`src/rtl/mem_port_arbiter.sv`:
```
// mem_port_arbiter
// Shares one main-memory request channel between the icache read port,
// the dcache read port and the dcache writeback port. Only one memory
// transaction is in flight at a time. Writebacks always win; the two
// read ports use fixed priority (dcache first) in the default build,
// or a 1-bit round-robin pointer when MEM_ARB_RR_EN is defined.
// All memory-side and response-side outputs are registered; the
// requester ready signals are combinational grants decoded in IDLE.
module mem_port_arbiter #(
   parameter int ADDR_BITS = 32,
   parameter int DW        = 256
) (
   input  logic                 clk,
   input  logic                 rst_n,

   // icache read request
   input  logic                 ic_req_valid_i,
   input  logic [ADDR_BITS-1:0] ic_req_addr_i,
   output logic                 ic_req_ready_o,

   // dcache read request
   input  logic                 dc_rd_valid_i,
   input  logic [ADDR_BITS-1:0] dc_rd_addr_i,
   output logic                 dc_rd_ready_o,

   // dcache writeback
   input  logic                 dc_wr_valid_i,
   input  logic [ADDR_BITS-1:0] dc_wr_addr_i,
   input  logic [DW-1:0]        dc_wr_data_i,
   output logic                 dc_wr_ready_o,

   // main-memory request channel
   output logic                 mem_valid_o,
   output logic                 mem_we_o,
   output logic [ADDR_BITS-1:0] mem_addr_o,
   output logic [DW-1:0]        mem_data_o,
   input  logic                 mem_ready_i,

   // main-memory read response
   input  logic                 mem_resp_valid_i,
   input  logic [DW-1:0]        mem_resp_data_i,

   // icache response
   output logic                 ic_resp_valid_o,
   output logic [DW-1:0]        ic_resp_data_o,

   // dcache response
   output logic                 dc_resp_valid_o,
   output logic [ADDR_BITS-1:0] dc_resp_addr_o,
   output logic [DW-1:0]        dc_resp_data_o
);

   typedef enum logic [1:0] {
      IDLE  = 2'd0,
      ISSUE = 2'd1,
      WAIT  = 2'd2
   } state_t;

   state_t state;

   // Source of the in-flight read: 1 = dcache, 0 = icache.
   logic   src_dc;

   // Grant decode.
   logic   in_idle;
   logic   rd_allowed;
   logic   gnt_wr;
   logic   gnt_ic;
   logic   gnt_dc;
   logic   any_gnt;

`ifdef MEM_ARB_RR_EN
   // 0 favours icache, 1 favours dcache when both reads contend.
   logic   rr_ptr;
`endif

   // Decode at most one grant per cycle; the reset term keeps every
   // ready low while rst_n is held, independent of the clock.
   always_comb begin
      in_idle    = (state == IDLE) && rst_n;
      rd_allowed = in_idle && !dc_wr_valid_i;
      gnt_wr     = in_idle && dc_wr_valid_i;
`ifdef MEM_ARB_RR_EN
      gnt_ic     = rd_allowed && ic_req_valid_i && (!dc_rd_valid_i || !rr_ptr);
      gnt_dc     = rd_allowed && dc_rd_valid_i  && (!ic_req_valid_i || rr_ptr);
`else
      gnt_dc     = rd_allowed && dc_rd_valid_i;
      gnt_ic     = rd_allowed && ic_req_valid_i && !dc_rd_valid_i;
`endif
      any_gnt    = gnt_wr || gnt_ic || gnt_dc;
   end

   assign ic_req_ready_o = gnt_ic;
   assign dc_rd_ready_o  = gnt_dc;
   assign dc_wr_ready_o  = gnt_wr;

`ifdef MEM_ARB_RR_EN
   // After every read grant, point at the source that was not granted.
   always_ff @(posedge clk or negedge rst_n) begin
      if (!rst_n) begin
         rr_ptr <= 1'b0;
      end else if (gnt_ic || gnt_dc) begin
         rr_ptr <= gnt_ic;
      end
   end
`endif

   // Main FSM: latch the granted request, hold it on the memory channel
   // until accepted, then wait for the single outstanding read response.
   always_ff @(posedge clk or negedge rst_n) begin
      if (!rst_n) begin
         state           <= IDLE;
         src_dc          <= 1'b0;
         mem_valid_o     <= 1'b0;
         mem_we_o        <= 1'b0;
         mem_addr_o      <= '0;
         mem_data_o      <= '0;
         ic_resp_valid_o <= 1'b0;
         ic_resp_data_o  <= '0;
         dc_resp_valid_o <= 1'b0;
         dc_resp_addr_o  <= '0;
         dc_resp_data_o  <= '0;
      end else begin
         // Response strobes are single-cycle pulses by default.
         ic_resp_valid_o <= 1'b0;
         dc_resp_valid_o <= 1'b0;

         case (state)
            IDLE: begin
               if (any_gnt) begin
                  state       <= ISSUE;
                  mem_valid_o <= 1'b1;
                  mem_we_o    <= gnt_wr;
                  src_dc      <= gnt_dc;
                  if (gnt_wr) begin
                     mem_addr_o <= dc_wr_addr_i;
                     mem_data_o <= dc_wr_data_i;
                  end else if (gnt_dc) begin
                     mem_addr_o <= dc_rd_addr_i;
                     mem_data_o <= '0;
                  end else begin
                     mem_addr_o <= ic_req_addr_i;
                     mem_data_o <= '0;
                  end
               end
            end

            ISSUE: begin
               if (mem_ready_i) begin
                  mem_valid_o <= 1'b0;
                  // Writes complete on acceptance; reads need a response.
                  state       <= mem_we_o ? IDLE : WAIT;
               end
            end

            WAIT: begin
               if (mem_resp_valid_i) begin
                  state <= IDLE;
                  if (src_dc) begin
                     dc_resp_valid_o <= 1'b1;
                     dc_resp_data_o  <= mem_resp_data_i;
                     // mem_addr_o still holds the read address in WAIT.
                     dc_resp_addr_o  <= mem_addr_o;
                  end else begin
                     ic_resp_valid_o <= 1'b1;
                     ic_resp_data_o  <= mem_resp_data_i;
                  end
               end
            end

            default: begin
               state       <= IDLE;
               mem_valid_o <= 1'b0;
            end
         endcase
      end
   end

endmodule

```
`config.mk`:
```
export PLATFORM = sky130hd
export DESIGN_NAME = mem_port_arbiter
export DESIGN_NICKNAME = d
export VERILOG_FILES = /design/src/rtl/mem_port_arbiter.sv
export SDC_FILE = /design/constraint.sdc
export NUM_CORES = 1
export LEC_CHECK = 0
export ABC_AREA = 0
export CORE_AREA = 2 2 562 564
export DETAILED_ROUTE_END_ITERATION = 12
export DIE_AREA = 0 0 564 566
export PLACE_DENSITY_LB_ADDON = 0.08
export SLEW_MARGIN = 20
export SYNTH_ARGS = -nofsm -noshare
export SYNTH_HDL_FRONTEND = slang
export SYNTH_SLANG_ARGS = --single-unit
export TNS_END_PERCENT = 5
```
`constraint.sdc`:
```
create_clock -name clk -period 3.6 [get_ports clk]
set_clock_uncertainty 0.1 [all_clocks]
set_input_delay 0.72 -clock clk [delete_from_list [all_inputs] [get_ports clk]]
set_output_delay 0.72 -clock clk [all_outputs]
set_load 0.005 [all_outputs]
```
* Word level (Yosys, flattened, before mapping)
Cells that the tools add are included.
Storage, ports and cells: register bits after elaboration 839, latch bits 0, RAM bits 0, memory bits (read-only) 0, bits of input ports 615, memories 0
Operators by class: add/subtract/negate cells 0, multiply operators 0, div/mod/pow operators 0, $lt $le $gt $ge 0, equality and inequality tests 5, shifts and indexed selects 0, multiplexer cells 17, bitwise logic cells 2, reductions and logical operators 16
Operators by type and width (count):
- two-way mux 256 bit | 1
- two-way mux 32 bit | 2
- AND reduction 3 bit | 4
- two-way mux 1 bit | 8
- two-way mux 2 bit | 4
- logical AND 1 bit | 6
- != test 2 bit, second input constant | 3
- case mux 2 bit (3 select lines) | 1
- case mux 1 bit (3 select lines) | 1
- equality test 2 x 1 -> 1 bit, second input constant | 1
- equality test 2 bit, second input constant | 1
- zero test 1 bit | 2
- zero test 2 bit | 1
- logical OR 1 bit | 2
- inverter 1 bit | 2
- AND reduction 2 bit | 1

* Logic depth before layout (Yosys ltp)
depth after elaboration 9, gate-level depth with buffers 7, gate-level depth less buffers 4

* Worst setup path before layout
OpenSTA, ideal clock, no wires.
path kind input to output, start point input rst_n, end point output ic_req_ready_o, data arrival time 1753 ps, data required time 2780 ps, path slack 1027 ps, stages 4, cell sequence or3b_4 buf_4 clkbuf_1 nor4b_1
On the way: word-level cells in the longest chain between the ends 4
RTL lines:
- start: declaration | line 14 | input logic rst_n,
- logical AND 1 bit | line 80 | in_idle = (state == IDLE) && rst_n;
- logical AND 1 bit | line 81 | rd_allowed = in_idle && !dc_wr_valid_i;
- logical AND 1 bit (2 in a row) | line 88 | gnt_ic = rd_allowed && ic_req_valid_i && !dc_rd_valid_i;
- end: declaration | line 19 | output logic ic_req_ready_o,
Every way passes these cells.

* Worst setup path in the final report
start point register state[0], end point output ic_req_ready_o
On the way: word-level cells in the longest chain between the ends 5
RTL lines:
- start: declaration | line 59 | state_t state;
- start signal: assignment | line 152 | state <= mem_we_o ? IDLE : WAIT;
- zero test 2 bit | line 80
- logical AND 1 bit | line 80
- logical AND 1 bit | line 81
- logical AND 1 bit (2 in a row) | line 88
Every way passes these cells.

==> impl_metrics.yaml <==
run_status:
  status: "finished clean"
floorplanning:
  dieArea_mm2: 0.319
  num_rows: 206
  initial_core_util_pct: 10.1
  fp.coreArea_mm2: 0.313
  die_h_um: 566
  io_pins: 1454
  die_w_um: 564
logic_synthesis:
  synth_top_family_by_area: "simple AND/OR/NAND/NOR gates"
  avgSynthCellArea_um2: 12.2
  netlist_top_cells_count: "nand2_1, dfrtp_1, a22o_1"
  netlist_instances: 2578
  ys_async_sr_fraction_pct: 100
  synthMuxAreaShare_pct: 9.15
  synthTopCellsByArea: "dfrtp_1, nand2_1, a22o_1, mux2_1, mux2_2"
  synth-seq-cells: 839
  mappedNetlistArea_mm2: 0.0315
  synth_edf_count: 0
  synth-compound-area-share_pct: 9.86
  synth_top_area_cell: "dfrtp_1"
  synth_ff_type: "dfrtp_1"
  synth_fa_ha_area_share_pct: 0
  netlist-cell-type-count: 27
  netlist.area_leader.share_pct: 66.6
  yosysWarnings: 0
  synthSimpleGateAreaFrac_pct: 11.1
  syn-num-nets: 3193
  synth-seq-area-share_pct: 66.6
  synth_most_common_cell: "nand2_1"
  synth_xor_area_share_pct: 0
critical_path:
  crit_type: "reg2out"
  r2r_cells: 4
  crit_end: "ic_req_ready_o"
  cp.arrival_ns: 2.62
  required_ns: 2.78
  critPathCaptureType: "output pin"
  crit_fanout: 8
  critPathLaunchType: "flop"
  r2r_end: "mem_addr_o[31]"
  r2r-start: "state[0]"
  startpoint: "state[0]"
  rrSetupSlack_ns: 0.84
timing:
  fin_setup_tns_ns: 0
  hold_violations: 0
  finalSetupViolCount: 0
  max_slew.worst_pin.slew_ns: 1.16
  hold_slack_ns: 0.0591
  fin_crit_ns: 3.44
  rsz0062_at_grt: "no"
  layout_setup_ws_ns: 0.155
  fin_crit_sh_pct: 95.7
  fmax_mhz: 290
  slew_headroom_pct: 22.8
  slew_viol_final: 0
placement:
  placement.cell_area_mm2: 0.0512
  placed_cells: 8079
  io_buffers: 1453
  hpwl_um: 176000
  post-place-ws_ns: 0.222
  gp_congestion: 0.800
layout:
  fin_nets: 4661
  syn2layout_area_growth_pct: 75.7
  drive_gt1_share_pct: 9.81
  final_cells: 8326
  fin_util_pct: 17.7
  fin_area_mm2: 0.0553
hold_path:
  hp-class: "in2async"
clocking:
  cts_buffers: 123
  post-cts-setup-buffer-count: 0
  cts_buffer_depth: 4
  root_buffer: "clkbuf_16"
  clk_latency_ns: 0.85
  htree_levels: 3
  cts_tree: "done"
  clk_pin_slew_ns: 0.06
  clock_sinks: 839
global_routing:
  grt_pass1_wl_um: 293000
  groute.usage.overall_pct: 13.6
  first_global_vias: 28500
  grt_overflow: 0
  grt_antenna_before_repair: 109
  grt_max_degree: 148
route:
  drt_iter0_markers: 1306
  drtAntennaViolNets: 0
  vias_per_cell: 3.21
  drt-total-wl_um: 225000
  wire_per_inst_um: 27.0
  route.detailed.drc: 0
  dr.pass1.iters: 7
  vias: 26800
power:
  leakage_nw: 23.5
  p_total_mw: 45.9
  vdd_drop_max_mv: 0.439
  power_density_mw_per_mm2: 829
job:
  drv_cap: 0
[final cells by class]
cell class                      instances  area [um2]
Multi-Input combinational cell       1558        9550
Tap cell                             4160        5200
Inverter                                2        22.5
Antenna cell                           19        47.5
Clock inverter                         28         263
Fill cell                           34700      258000
Sequential cell                       839       21000
Timing Repair Buffer                 1522       15400
Clock buffer                          198        3820
[state kept, by name, summed over array words and instances, names as in the netlist]
name	cells
src_dc	1
dc_resp_addr_o	32
mem_we_o	1
dc_resp_valid_o	1
ic_resp_data_o	256
mem_valid_o	1
state	2
mem_addr_o	32
ic_resp_valid_o	1
mem_data_o	256
dc_resp_data_o	256
[critical path, cell delays in order (launching register included)]
cell             delay [ns]
dfrtp_2                0.46
or3b_4                 0.46
nor4b_4                0.30
clkdlybuf4s50_1        0.57
[metal layers]
| layer | global-route usage (%) | vias up | wire [um] | part of all wire, % |
|---|---|---|---|---|
| met4 | 2.85 | 76 | 4450 | 2.0 |
| met2 | 22.5 | 1156 | 105000 | 47 |
| met1 | 16.0 | 13400 | 90400 | 40 |
| li1 | - | 11800 | - | - |
| met3 | 6.28 | 287 | 24100 | 11 |
| met5 | 0 | - | 504 | 0.22 |
[where the power goes]
group          leakage, nW  switching, mW  internal [mW]
Combinational         10.8           7.98           9.69
Sequential            10.7           2.45           13.3
Clock                 2.01           5.03           7.41
[logic make-up (layout without fill, tap and decap cells)]
family                 after synthesis  after routing
flip-flops                         839            839
multiplexers                       256            256
AND/OR/NAND/NOR                    914            914
AO/OA/AOI/OAI                      388            388
buffers and inverters              181           1750
other                                0             19
[worst min path at each step]
stage / end / slack, ns / depth (start not counted)
final: ic_resp_data_o[253] / 0.06 / 3
after global routing: ic_resp_data_o[253] / 0.05 / 3
after CTS: ic_resp_data_o[253] / 0.008 / 3
after detailed placement: dc_resp_data_o[75] / 0.36 / 2
after global placement: dc_resp_data_o[49] / 0.36 / 2
after floorplan: dc_resp_addr_o[0] / 0.32 / 0
[cell usage in the layout, fill, tap and decap left out, drive strengths merged]
cell / synthesis / routed
clkdlybuf4s50: 0 / 1450
nand2: 869 / 869
dfrtp: 839 / 839
a22o: 256 / 256
mux2: 256 / 256
clkbuf: 79 / 198
buf: 100 / 70
nor2: 34 / 34
o21ai: 34 / 34
a21oi: 32 / 32
a211oi: 32 / 32
a2111oi: 32 / 32
diode: 0 / 19
clkinv: 0 / 19
clkinvlp: 0 / 4
inv: 2 / 4
bufinv: 0 / 3
a21o: 2 / 2
nor3b: 2 / 2
dlygate4sd3: 0 / 2
nand4bb: 2 / 2
nand2b: 2 / 2
or3b: 1 / 1
nor4b: 1 / 1
nand4b: 1 / 1
or3: 1 / 1
nor3: 1 / 1
[timing repair]
action,in CTS,in global routing
hold buffers,2,0
gates resized for setup,4,0
setup endpoints to repair,1,0
endpoints found under the hold margin,10,0
Note: power is estimated with default switching activity, not from simulation.
